`config.mk`:
```
export PLATFORM = sky130hd
export DESIGN_NAME = reg_write_arbiter
export DESIGN_NICKNAME = d
export VERILOG_FILES = /design/src/rtl/reg_write_arbiter.sv
export SDC_FILE = /design/constraint.sdc
export NUM_CORES = 1
export LEC_CHECK = 0
export ABC_AREA = 1
export BUFFER_PORTS_ARGS = -buffer_cell sky130_fd_sc_hd__buf_2
export CORE_ASPECT_RATIO = 0.7
export CORE_MARGIN = 3
export CORE_UTILIZATION = 45
export CTS_BUF_LIST = sky130_fd_sc_hd__clkbuf_16
export DETAILED_ROUTE_END_ITERATION = 16
export GPL_ROUTABILITY_DRIVEN = 0
export PLACE_DENSITY = 0.75
export SLEW_MARGIN = 20
export SYNTH_ARGS = -nofsm -noshare
export SYNTH_HDL_FRONTEND = slang
export SYNTH_SLANG_ARGS = --single-unit
```
`constraint.sdc`:
```
create_clock -name clk -period 6.7 [get_ports clk]
set_input_delay 0.67 -clock clk [delete_from_list [all_inputs] [get_ports clk]]
set_output_delay 0.67 -clock clk [all_outputs]
set_load 0.005 [all_outputs]
```
`src/rtl/reg_write_arbiter.sv`:
```
// Shares one register-file write port among N_REQ execute units via per-requester FIFOs.
// Define REG_WRITE_ARB_FIXED_PRIO_EN for fixed lowest-index priority instead of round-robin.
module reg_write_arbiter #(
  parameter int N_REQ         = 2,
  parameter int DEPTH         = 2,
  parameter int LEN_PREG_ADDR = 6,
  parameter int LEN_WORD      = 32,
  parameter int LEN_CONTEXT   = 4
) (
  input  logic                             clk,
  input  logic                             rstn,
  input  logic [N_REQ-1:0]                 in_valid,
  input  logic [N_REQ*LEN_PREG_ADDR-1:0]   in_pa_rd,
  input  logic [N_REQ*LEN_WORD-1:0]        in_data,
  input  logic [N_REQ*LEN_CONTEXT-1:0]     in_context,
  output logic [N_REQ-1:0]                 in_ready,
  input  logic                             branch_hazard,
  input  logic [LEN_CONTEXT-1:0]           hazard_context_info,
  output logic                             w_order,
  output logic [LEN_PREG_ADDR-1:0]         w_pa_rd,
  output logic [LEN_WORD-1:0]              w_d_rd,
  output logic [$clog2(N_REQ)-1:0]         w_grant_id,
  output logic                             pending
);

  localparam int GW = $clog2(N_REQ);
  localparam int PW = $clog2(DEPTH);
  localparam int CW = PW + 1;

  logic                     r_live [N_REQ][DEPTH];
  logic [LEN_PREG_ADDR-1:0] r_pa   [N_REQ][DEPTH];
  logic [LEN_WORD-1:0]      r_data [N_REQ][DEPTH];
  logic [LEN_CONTEXT-1:0]   r_ctx  [N_REQ][DEPTH];
  logic [PW-1:0]            r_rd_ptr [N_REQ];
  logic [PW-1:0]            r_wr_ptr [N_REQ];
  logic [CW-1:0]            r_cnt    [N_REQ];

  logic                     r_out_valid;
  logic [LEN_PREG_ADDR-1:0] r_out_pa;
  logic [LEN_WORD-1:0]      r_out_data;
  logic [LEN_CONTEXT-1:0]   r_out_ctx;
  logic [GW-1:0]            r_out_gnt;
`ifndef REG_WRITE_ARB_FIXED_PRIO_EN
  logic [GW-1:0]            r_rr_ptr;
  int                       w_idx;
`endif

  logic [LEN_CONTEXT-1:0]   w_hz_info;
  logic [N_REQ-1:0]         w_ready;
  logic [N_REQ-1:0]         w_hd_live;
  logic [N_REQ-1:0]         w_elig;
  logic [N_REQ-1:0]         w_push;
  logic [N_REQ-1:0]         w_pop;
  logic                     w_found;
  logic [GW-1:0]            w_win;

  function automatic logic f_match(input logic [LEN_CONTEXT-1:0] c,
                                   input logic [LEN_CONTEXT-1:0] m);
    return |(c & m);
  endfunction

  assign w_hz_info = branch_hazard ? hazard_context_info : '0;

  always_comb begin
    w_found = 1'b0;
    w_win   = '0;
    for (int i = 0; i < N_REQ; i++) begin
      w_ready[i]   = r_cnt[i] < CW'(DEPTH);
      w_hd_live[i] = (r_cnt[i] != '0) && r_live[i][r_rd_ptr[i]];
      w_elig[i]    = w_hd_live[i] && !f_match(r_ctx[i][r_rd_ptr[i]], w_hz_info);
      // r0 writes and already-flushed producers never enter the FIFO
      w_push[i]    = in_valid[i] && w_ready[i]
                     && (in_pa_rd[i*LEN_PREG_ADDR +: LEN_PREG_ADDR] != '0)
                     && !f_match(in_context[i*LEN_CONTEXT +: LEN_CONTEXT], w_hz_info);
    end
`ifdef REG_WRITE_ARB_FIXED_PRIO_EN
    for (int k = 0; k < N_REQ; k++) begin
      if (!w_found && w_elig[k]) begin
        w_found = 1'b1;
        w_win   = GW'(k);
      end
    end
`else
    w_idx = 0;
    for (int k = 1; k <= N_REQ; k++) begin
      w_idx = int'(r_rr_ptr) + k;
      if (w_idx >= N_REQ) w_idx = w_idx - N_REQ;
      if (!w_found && w_elig[w_idx]) begin
        w_found = 1'b1;
        w_win   = GW'(w_idx);
      end
    end
`endif
    for (int i = 0; i < N_REQ; i++) begin
      w_pop[i] = (r_cnt[i] != '0) && (!w_hd_live[i] || (w_found && (w_win == GW'(i))));
    end
  end

  always_ff @(posedge clk or negedge rstn) begin
    if (!rstn) begin
      for (int i = 0; i < N_REQ; i++) begin
        r_rd_ptr[i] <= '0;
        r_wr_ptr[i] <= '0;
        r_cnt[i]    <= '0;
        for (int d = 0; d < DEPTH; d++) begin
          r_live[i][d] <= 1'b0;
          r_pa[i][d]   <= '0;
          r_data[i][d] <= '0;
          r_ctx[i][d]  <= '0;
        end
      end
      r_out_valid <= 1'b0;
      r_out_pa    <= '0;
      r_out_data  <= '0;
      r_out_ctx   <= '0;
      r_out_gnt   <= '0;
`ifndef REG_WRITE_ARB_FIXED_PRIO_EN
      r_rr_ptr    <= GW'(N_REQ - 1);
`endif
    end else begin
      for (int i = 0; i < N_REQ; i++) begin
        for (int d = 0; d < DEPTH; d++) begin
          if (f_match(r_ctx[i][d], w_hz_info)) r_live[i][d] <= 1'b0;
        end
        if (w_pop[i]) begin
          r_live[i][r_rd_ptr[i]] <= 1'b0;
          r_rd_ptr[i]            <= r_rd_ptr[i] + PW'(1);
        end
        if (w_push[i]) begin
          r_live[i][r_wr_ptr[i]] <= 1'b1;
          r_pa[i][r_wr_ptr[i]]   <= in_pa_rd[i*LEN_PREG_ADDR +: LEN_PREG_ADDR];
          r_data[i][r_wr_ptr[i]] <= in_data[i*LEN_WORD +: LEN_WORD];
          r_ctx[i][r_wr_ptr[i]]  <= in_context[i*LEN_CONTEXT +: LEN_CONTEXT];
          r_wr_ptr[i]            <= r_wr_ptr[i] + PW'(1);
        end
        if (w_push[i] && !w_pop[i])      r_cnt[i] <= r_cnt[i] + CW'(1);
        else if (!w_push[i] && w_pop[i]) r_cnt[i] <= r_cnt[i] - CW'(1);
      end
      if (w_found) begin
        r_out_valid <= 1'b1;
        r_out_pa    <= r_pa[w_win][r_rd_ptr[w_win]];
        r_out_data  <= r_data[w_win][r_rd_ptr[w_win]];
        r_out_ctx   <= r_ctx[w_win][r_rd_ptr[w_win]];
        r_out_gnt   <= w_win;
`ifndef REG_WRITE_ARB_FIXED_PRIO_EN
        r_rr_ptr    <= w_win;
`endif
      end else begin
        r_out_valid <= 1'b0;
      end
    end
  end

  always_comb begin
    pending = r_out_valid;
    for (int i = 0; i < N_REQ; i++)
      for (int d = 0; d < DEPTH; d++)
        if (r_live[i][d]) pending = 1'b1;
  end

  assign in_ready   = w_ready;
  assign w_order    = r_out_valid && !f_match(r_out_ctx, w_hz_info);
  assign w_pa_rd    = r_out_pa;
  assign w_d_rd     = r_out_data;
  assign w_grant_id = r_out_gnt;

endmodule

```
## Word-level counts from Yosys, hierarchy flattened

Index checks and enable logic that the tools add are counted.

| operators by class | value |
|---|---|
| bitwise operators | 22 |
| reduce and logical (&&, ||, !) cells | 53 |
| muxes and demuxes | 89 |
| $add $sub $neg | 12 |
| order comparisons | 16 |

Operators with widths:

| kind | count |
|---|---|
| 32-bit 2-to-1 mux | 7 |
| 64-bit 2-to-1 mux | 3 |
| 64-bit bitwise mux | 2 |
| 32-bit demux with 1-bit select | 2 |
| 32-bit by 3-bit less-than comparator with 1-bit output, second input constant | 2 |
| 4-bit 2-to-1 mux | 12 |
| 4-bit bitwise AND | 9 |
| 12-bit 2-to-1 mux | 3 |
| 4-bit OR reduction | 9 |
| 1-bit 2-to-1 mux | 32 |
| 6-bit 2-to-1 mux | 5 |
| 12-bit bitwise mux | 2 |
| 1-bit logical AND | 24 |
| 8-bit 2-to-1 mux | 3 |
| 8-bit bitwise mux | 2 |
| 2-bit 2-to-1 mux | 8 |
| 2-bit >= comparator, second input constant | 7 |
| 6-bit demux with 1-bit select | 2 |
| 1-bit zero test | 12 |
| 1-bit inverter with 2-bit output | 6 |
| 6-bit nonzero test | 2 |
| 4-bit demux with 1-bit select | 2 |
| 2-bit by 1-bit less-than comparator with 1-bit output, second input constant | 4 |
| 2-bit nonzero test | 4 |
| 15 further kinds | 28 |

| word-level totals | value |
|---|---|
| logic and storage cells | 220 |
| register bits | 225 |

## Logic depth before layout (Yosys ltp)

Gate-level depths: netlist (run 1).

| depth | value |
|---|---|
| word-level depth | 23 |
| gate-level depth with buffers | 17 |

## Least setup slack after synthesis (run 1)

Ideal clock, no wire load.

| path | value |
|---|---|
| path type | input port to flip-flop |
| from | input port hazard_context_info[3] |
| to | register r_cnt[3] in the netlist's numbering |
| setup time | 0.131 ns |
| stages on the path | 15 |
| slack | 4.238 ns |
| path buffers | 1 |
| data arrival time | 2.332 ns |
| required time | 6.569 ns |
| cell sequence | nand2_1 -> inv_2 -> nand2_1 -> nand2_1 -> nor2_2 -> nand3_2 -> nand2_4 -> buf_2 -> nand2_1 -> nand2_1 -> nand2_1 -> ha_1 -> a21oi_1 -> o21ai_0 -> xor2_1 |

| on the way | value |
|---|---|
| cells in the longest elaborated chain, start to end | 19 |
| elaborated cells on any way between the ends | 35 |
| those cells by class | 12 x mux; 4 x bitwise; 19 x reduce/logical |

Ends and longest elaborated chain:

| what | RTL line | RTL |
|---|---|---|
| start: declaration | 18 | `input logic [LEN_CONTEXT-1:0] hazard_context_info,` |
| 4-bit 2-to-1 mux (*) | 62 | `assign w_hz_info = branch_hazard ? hazard_context_info : '0;` |
| 4-bit bitwise AND | 59 | `return \|(c & m);` |
| 4-bit OR reduction | 59 |  |
| 1-bit zero test | 70 | `w_elig[i] = w_hd_live[i] && !f_match(r_ctx[i][r_rd_ptr[i]], w_hz_info);` |
| 1-bit logical AND | 70 |  |
| 1-bit 2-to-1 mux (not written as such) (3 in series) | 88 | `if (!w_found && w_elig[w_idx]) begin` |
| 1-bit 2-to-1 mux | 88 |  |
| 1-bit zero test | 88 |  |
| 1-bit logical AND | 88 |  |
| 1-bit 2-to-1 mux | 88 |  |
| 1-bit inverter | 95 | `w_pop[i] = (r_cnt[i] != '0) && (!w_hd_live[i] \|\| (w_found && (w_win == GW'(i))));` |
| 1-bit logical AND | 95 |  |
| 1-bit logical OR | 95 |  |
| 1-bit logical AND | 95 |  |
| 1-bit zero test | 136 | `if (w_push[i] && !w_pop[i]) r_cnt[i] <= r_cnt[i] + CW'(1);` |
| 1-bit logical AND | 136 |  |
| 2-bit 2-to-1 mux / 2-bit nonzero test (equally long branches) | - |  |
| end signal: indexed assignment | 136 |  |
| end signal: indexed assignment | 137 | `else if (!w_push[i] && w_pop[i]) r_cnt[i] <= r_cnt[i] - CW'(1);` |
| end: declaration | 36 | `logic [CW-1:0] r_cnt [N_REQ];` |

Every way passes the cells marked *; elsewhere a longest branch is shown, timed or not. The select of a mux whose other input is x is not followed.
A chain may end at the register's enable or synchronous reset.

## Worst setup path after layout (run 1)

| path | value |
|---|---|
| from | register r_rd_ptr[0] in the netlist's numbering |
| to | register r_out_pa[5] (netlist: w_pa_rd[5]) |

| on the way | value |
|---|---|
| cells in the longest elaborated chain, start to end | 23 |
| elaborated cells on any way between the ends | 35 |
| those cells by class | 25 x mux; 4 x bitwise; 6 x reduce/logical |

Ends and longest elaborated chain:

| what | RTL line | RTL |
|---|---|---|
| start: declaration | 34 | `logic [PW-1:0] r_rd_ptr [N_REQ];` |
| start signal: indexed assignment | 127 | `r_rd_ptr[i] <= r_rd_ptr[i] + PW'(1);` |
| 1-bit inverter with 2-bit output (not written as such) | 69, 70 |  |
| 4-bit 2-to-1 mux (not written as such) (3 in series) | 70 |  |
| 4-bit bitwise AND | 59 |  |
| 4-bit OR reduction | 59 |  |
| 1-bit zero test | 70 |  |
| 1-bit logical AND | 70 |  |
| 1-bit 2-to-1 mux (not written as such) (3 in series) | 88 |  |
| 1-bit 2-to-1 mux | 88 |  |
| 1-bit zero test | 88 |  |
| 1-bit logical AND | 88 |  |
| 1-bit 2-to-1 mux | 88 |  |
| 1-bit inverter with 2-bit output (not written as such) | 141 | `r_out_pa <= r_pa[w_win][r_rd_ptr[w_win]];` |
| 1-bit 2-to-1 mux (not written as such) (3 in series) | 141 |  |
| 1-bit inverter with 2-bit output (not written as such) | 141 |  |
| 6-bit 2-to-1 mux (not written as such) (3 in series) | 141 |  |
| end signal: assignment | 141 |  |
| end: declaration | 39 | `logic [LEN_PREG_ADDR-1:0] r_out_pa;` |

Several ways; a longest one is shown, not always the timed one. The select of a mux whose other input is x is not followed.

==> results of run 1 <==
==> layer usage <==
layer  track usage [%]  share of wire [%]
met5                 0                  0
met3              3.75                 10
met2              36.3                 42
met1              37.9                 46
met4              5.42                1.6
==> cells in the final DEF (no fill, tap or decap), types with 2 or more instances in the layout <==
| cell | Yosys | final |
|---|---|---|
| buf_4 | 6 | 11 |
| xor2_1 | 3 | 3 |
| nand3_1 | 95 | 95 |
| inv_2 | 8 | 8 |
| nand2_2 | 2 | 2 |
| nor4_1 | 2 | 2 |
| clkinv_2 | 1 | 4 |
| nor2_4 | 1 | 4 |
| nor3_1 | 2 | 2 |
| o22ai_1 | 3 | 3 |
| nand2_1 | 958 | 958 |
| buf_2 | 42 | 134 |
| nor2_1 | 9 | 6 |
| inv_1 | 30 | 39 |
| dfrtp_1 | 224 | 224 |
| o21ai_0 | 23 | 23 |
| ha_1 | 2 | 2 |
| clkinv_1 | 0 | 2 |
| clkbuf_16 | 0 | 23 |
| nand3_4 | 1 | 2 |
| a21oi_1 | 6 | 6 |
| xnor2_1 | 2 | 2 |
| a221oi_1 | 3 | 3 |
| a2111oi_0 | 2 | 2 |
==> state kept, by name, indices dropped and copies added, names as in the netlist, 2 cells and up <==
signal     flops
r_live         4
r_rd_ptr       2
r_pa          24
r_out_ctx      4
r_wr_ptr       2
r_cnt          4
w_pa_rd        6
r_data       128
r_ctx         16
w_d_rd        32
==> layout make-up <==
| type | instances | share of cell area, % |
|---|---|---|
| Antenna cell | 1 | 0.0205 |
| Clock buffer | 23 | 4.70 |
| Clock inverter | 17 | 0.931 |
| Inverter | 39 | 1.21 |
| Multi-Input combinational cell | 1123 | 37.4 |
| Sequential cell | 225 | 46.0 |
| Tap cell | 312 | 3.19 |
| Timing Repair Buffer | 147 | 6.50 |
==> stage by stage <==
step | util [%] | setup slack [ns] | power [mW]
floorplan | - | 4.24 | 3.80
global placement | 49.9 | 3.10 | 4.35
detailed placement | 49.9 | 3.02 | 4.43
CTS | 52.9 | 3.27 | 5.65
global route | 53.0 | 2.97 | 6.10
finish | 53.0 | 3.21 | 5.66
==> kinds of logic after synthesis <==
logic type / count (synthesis)
xor+xnor: 5
fa+ha+maj: 2
simple gates: 1074
buf+inv: 119
compound gates: 42
flops: 225
==> final timing paths <==
kind | start | end | slack, ns | cells past startpoint
max in group asynchronous | rstn | w_d_rd[24]$_DFFE_PN0N_ | 5.19 | 2
setup reg to reg | r_rd_ptr[0]$_DFFE_PN0P_ | w_pa_rd[5]$_DFFE_PN0N_ | 3.21 | 12
setup / recovery | r_rd_ptr[0]$_DFFE_PN0P_ | w_pa_rd[5]$_DFFE_PN0N_ | 3.21 | 12
min in group clk | in_data[58] | r_data[58]$_DFFE_PN0P_ | 0.35 | 3
hold / removal | rstn | r_data[100]$_DFFE_PN0P_ | 0.12 | 1
hold reg to reg | r_data[116]$_DFFE_PN0P_ | r_data[116]$_DFFE_PN0P_ | 0.47 | 2
==> power by group through the flow <==
stage | combinational (mW) | sequential [mW] | clock (mW)
4_1_cts | 2.07 | 2.36 | 1.23
3_5_place_dp | 2.05 | 2.37 | 0
6_report | 2.07 | 2.38 | 1.21
5_1_grt | 2.38 | 2.43 | 1.29
2_1_floorplan | 1.55 | 2.25 | 0
3_3_place_gp | 1.98 | 2.36 | 0
==> worst reg2reg max path, stage by stage (launching register included) <==
cell and delay (ns):
dfrtp_1 0.51, clkinv_2 0.17, nand2_1 0.10, a21oi_4 0.18
nand3_4 0.14, nor2_8 0.15, buf_4 0.74, nand3_1 0.22
nand2_2 0.80, nand2_1 0.16, nand2_1 0.12, nand2_1 0.06
nand2_1 0.08
==> impl_metrics.yaml, run 1 <==
yosys:
  synth_top_cell_by_area: "dfrtp_1"
  muxShareOfSynthArea_pct: 0
  synth-compound-area-share_pct: 2.36
  synthAdderAreaFrac_pct: 0.232
  postSynthNetCount: 1562
  yosys-top-cells-area: "dfrtp_1, nand2_1, nand3_1"
  yosysWarnings: 0
  syn_inst: 1467
  synthXorXnorAreaFrac_pct: 0.406
  syn_area_per_cell_um2: 7.35
  synth.distinct_cells: 34
  synthSimpleGateAreaFrac_pct: 39.1
  synth_commonest_cells: "nand2_1, dfrtp_1, nand3_1, buf_2, inv_1"
  ys_seq_area_share_pct: 52.3
  synthArstFlopShare_pct: 100
  ys_seq_elements: 225
  synthFlopType: "dfrtp_1"
  netlist_area_um2: 10800
  synthDominantCellAreaShare_pct: 52.0
  synth-edff-count: 0
  synth_top_family_by_area: "simple AND/OR/NAND/NOR gates"
  synth.most_common_cell: "nand2_1"
timing:
  setup_viol: 0
  drv_slew: 0
  worstMarginPinSlew_ns: 1.01
  finalClockSkew_ns: 0.0202
  rsz0062_at_grt: "false"
  whs_ns: 0.119
  fin_crit_sh_pct: 52.0
  hold_violations: 0
  slew_headroom_pct: 32.4
  fin_setup_tns_ns: 0
  layout_min_cycle_time_ns: 3.49
  fmaxAchievable_mhz: 287
detailed_routing:
  via_per_inst: 5.23
  drtIter0Drc: 1057
  avgRoutedWirePerCell_um: 16.8
  wl_um: 31700
  dr.pass1.iters: 5
  drc_errors: 0
  num_vias: 9878
  postRouteAntennaNets: 0
clocking:
  cts_setup_buffers: 0
  clock-sinks: 225
  clockBufferDepth: 3
  cts_tree: "done"
  post_cts_resize_count: 0
  numCtsBuffers: 23
  hold_buffers: 0
  cts-root-buf: "clkbuf_16"
  clk_pin_slew_worst_paths_ns: 0.06
  clock_latency_ns: 0.53
  ctsHtreeMaxLevel: 1
finish:
  drive_above_1_share_pct: 12.7
  multi_input_area_um2: 4580
  finalNonFillerCells: 1887
  area.sequential_um2: 5630
  final_area_um2: 12200
  nets: 1654
  fillCellCount: 2227
  syn_to_final_growth_pct: 13.5
critical_path:
  worstSetupPathType: "reg2reg"
  path_buf_inv: 2
  slowest_delay_ns: 0.80
  cp.required_ns: 7.16
  path_common_cell: "nand2_1"
  start_kind: "flop"
  crit_chain: "clkinv_2 > nand2_1 > a21oi_4 > nand3_4 > nor2_8 > buf_4 > nand3_1 > nand2_2 > nand2_1 > nand2_1 > nand2_1 > nand2_1"
  critPathTopFamily: "simple AND/OR/NAND/NOR gates"
  worstPathArrival_ns: 3.95
  endpoint_kind: "flop"
  critPathSlowestCell: "nand2_2"
  cp_max_fo: 86
global_routing:
  antenna_found_initial: 2
  grt_first_pass_wirelength_um: 50600
  grt_pass1_vias: 9458
  grt_overflow: 0
  track_usage_pct: 24.4
  grt_max_degree: 88
floorplan:
  core_area_um2: 23100
  ioPinCount: 136
  initial_core_util_pct: 46.7
  die_w_um: 191
  rows: 46
  die_y_um: 135
  die_area_um2: 25900
power:
  irDropWorstVdd_v: 0.000223
  switchingPower_mw: 2.33
  power_frac_clock_pct: 21.4
  combPwrFrac_pct: 36.6
  pwr-share-seq_pct: 42.0
  switching_share_pct: 41.1
  p_per_area_nw_per_um2: 463
  leakagePower_nw: 7.04
  intPower_mw: 3.34
place:
  hpwl_um: 19400
  place_inst: 1845
  portBuffers: 135
  postPlaceCellArea_um2: 11500
hold_path:
  min_path_type: "in2async"
outcome:
  status: "complete, no violations"
job:
  max_cap_violations: 0
Note: power is estimated with default switching activity, not from simulation.
==> run 2, diff against run 1 <==
ABC_AREA = 0   (was 1)
clock period = 3.3 ns   (was 6.7 ns; I/O delays follow)
==> impl_metrics.yaml, run 2 <==
outcome:
  status: "complete, no violations"
yosys:
  postSynthNetCount: 910
  yosysWarnings: 0
  synthArstFlopShare_pct: 100
  synth_top_family_by_area: "multiplexers"
  synthAdderAreaFrac_pct: 0.234
  synthFlopType: "dfrtp_1"
  syn_inst: 815
  synth_top_cell_by_area: "dfrtp_1"
  synthDominantCellAreaShare_pct: 52.4
  ys_seq_elements: 225
  synthSimpleGateAreaFrac_pct: 7.97
  yosys-top-cells-area: "dfrtp_1, mux2_2, a221oi_2"
  synth-compound-area-share_pct: 12.3
  muxShareOfSynthArea_pct: 22.6
  ys_seq_area_share_pct: 52.7
  syn_area_per_cell_um2: 13.1
  synth.distinct_cells: 47
  synth.most_common_cell: "dfrtp_1"
  netlist_area_um2: 10700
  synth_commonest_cells: "dfrtp_1, mux2_2, nor3_1, nand3_1, nor2b_1"
  synthXorXnorAreaFrac_pct: 0.655
  synth-edff-count: 0
critical_path:
  worstPathArrival_ns: 3.42
  start_kind: "flop"
  endpoint_kind: "flop"
  cp_max_fo: 26
  crit_chain: "mux2_2 > a311oi_2 > nand2_2 > a21oi_1 > o22ai_1 > ha_1 > xor2_1 > nor2_1 > xnor2_1"
  slowest_delay_ns: 0.64
  worstSetupPathType: "reg2reg"
  critPathSlowestCell: "dfrtp_4"
  cp.required_ns: 3.73
global_routing:
  antenna_found_initial: 7
  grt_pass1_vias: 7060
  track_usage_pct: 19.4
  grt_max_degree: 96
  grt_first_pass_wirelength_um: 39900
  grt_overflow: 0
floorplan:
  die_w_um: 190
  die_area_um2: 25700
  die_y_um: 135
  core_area_um2: 23000
  rows: 46
  initial_core_util_pct: 46.4
  ioPinCount: 136
finish:
  finalNonFillerCells: 1259
  syn_to_final_growth_pct: 16.3
  drive_above_1_share_pct: 50.3
  antenna_cells: 0
  final_common_cell: "dfrtp_1"
  regMostFlops: "r_data"
  final_cell_mix: "dfrtp_1, mux2_2, buf_2, nor3_1, nand3_1"
  nets: 1025
  largest_reg_flops: 128
  fillCellCount: 1954
clocking:
  ctsHtreeMaxLevel: 1
  clk_pin_slew_worst_paths_ns: 0.06
  clock_latency_ns: 0.51
  numCtsBuffers: 24
  cts_setup_buffers: 0
  cts-root-buf: "clkbuf_16"
  clockBufferDepth: 3
  clock-sinks: 225
  cts_tree: "done"
detailed_routing:
  num_vias: 7101
  avgRoutedWirePerCell_um: 20.0
  dr.pass1.iters: 5
  via_per_inst: 5.64
  wl_um: 25100
  postRouteAntennaNets: 0
  drc_errors: 0
  drtIter0Drc: 458
power:
  leakagePower_nw: 5.38
  power.total_mw: 13.1
  irDropWorstVdd_v: 0.000474
  p_per_area_nw_per_um2: 1060
timing:
  rsz0062_at_grt: "false"
  fin_crit_sh_pct: 90.6
  drv_slew: 0
  fin_setup_tns_ns: 0
  layout_min_cycle_time_ns: 2.99
  finalClockSkew_ns: 0.00775
  whs_ns: 0.0658
  slew_headroom_pct: 48.2
  hold_violations: 0
  fmaxAchievable_mhz: 334
  setup_viol: 0
  worstMarginPinSlew_ns: 0.777
place:
  portBuffers: 135
  hpwl_um: 16900
  place_inst: 1215
job:
  max_cap_violations: 0
hold_path:
  min_path_type: "in2reg"
run 2: changes by cell type in the layout (fill, tap and decap cells not counted), moves of 29 or more:
cell | before | now
a221oi_2 | 0 | 34
inv_1 | 39 | 10
mux2_2 | 0 | 213
nand2_1 | 958 | 10
nand3_1 | 95 | 42
nor2b_1 | 0 | 40
nor3_1 | 2 | 44
run 2: per-stage QoR:
stage	setup WS (ns)	util [%]	instance area (µm²)
finish	0.310	54.0	12400
global route	0.168	54.0	12400
CTS	0.318	54.0	12400
detailed placement	0.369	50.8	11700
global placement	0.426	50.8	11700
floorplan	0.766	-	10700
run 2: layout make-up:
class / count / area, µm² / share of cell area (%)
inverters: 8 / 30.0 / 0.241
repair buffers: 158 / 898 / 7.22
flip-flops and latches: 225 / 5640 / 45.3
multi-input cells: 513 / 4740 / 38.2
clock inverters: 18 / 109 / 0.875
clock buffers: 25 / 626 / 5.03
well taps: 312 / 390 / 3.14
run 2: worst paths after layout:
| kind | cells past startpoint | slack (ns) | startpoint | to |
|---|---|---|---|---|
| min in group asynchronous | 2 | 0.44 | rstn | r_data[26]$_DFFE_PN0P_ |
| worst min-delay path | 2 | 0.07 | in_data[41] | r_data[9]$_DFFE_PN0P_ |
| worst max-delay path | 9 | 0.31 | r_rd_ptr[1]$_DFFE_PN0P_ | r_cnt[3]$_DFFE_PN0P_ |
| worst min register to register | 1 | 0.50 | r_data[108]$_DFFE_PN0P_ | r_data[108]$_DFFE_PN0P_ |
| worst max register to register | 9 | 0.31 | r_rd_ptr[1]$_DFFE_PN0P_ | r_cnt[3]$_DFFE_PN0P_ |
| max in group asynchronous | 3 | 1.87 | rstn | r_data[117]$_DFFE_PN0P_ |
run 2: cell families after synthesis:
| family | after synthesis |
|---|---|
| adders and majority gates | 2 |
| AOI/OAI and AO/OA | 127 |
| xor gates and xnor gates | 8 |
| muxes | 215 |
| buffers and inverters | 77 |
| DFF | 225 |
| and+or+nand+nor | 161 |
run 2: critical path: cells and delay by family (launching register included):
kind / cells / cell delay (ns)
fa+ha+maj: 1 / 0.22
mux: 1 / 0.40
compound gates: 3 / 0.84
xor+xnor: 2 / 0.27
flops: 1 / 0.64
simple gates: 2 / 0.53
run 2: report_power, final:
part           switching, mW  internal, mW  total [mW]
registers              0.924          4.18        5.10
clock network           1.08          1.44        2.52
logic                   2.65          2.85        5.50
total                   4.65          8.48        13.1
run 2: what timing repair did:
item,in CTS,in global routing
gates resized for setup,0,0
hold endpoints to repair,90,0
hold buffers,1,0
run 2: layer usage:
metal	vias up	wire length, µm	global-route usage [%]
li1	3265	-	-
met1	3563	12300	29.6
met2	215	10400	27.5
met3	44	1980	5.97
met4	14	385	3.58
met5	-	98	0
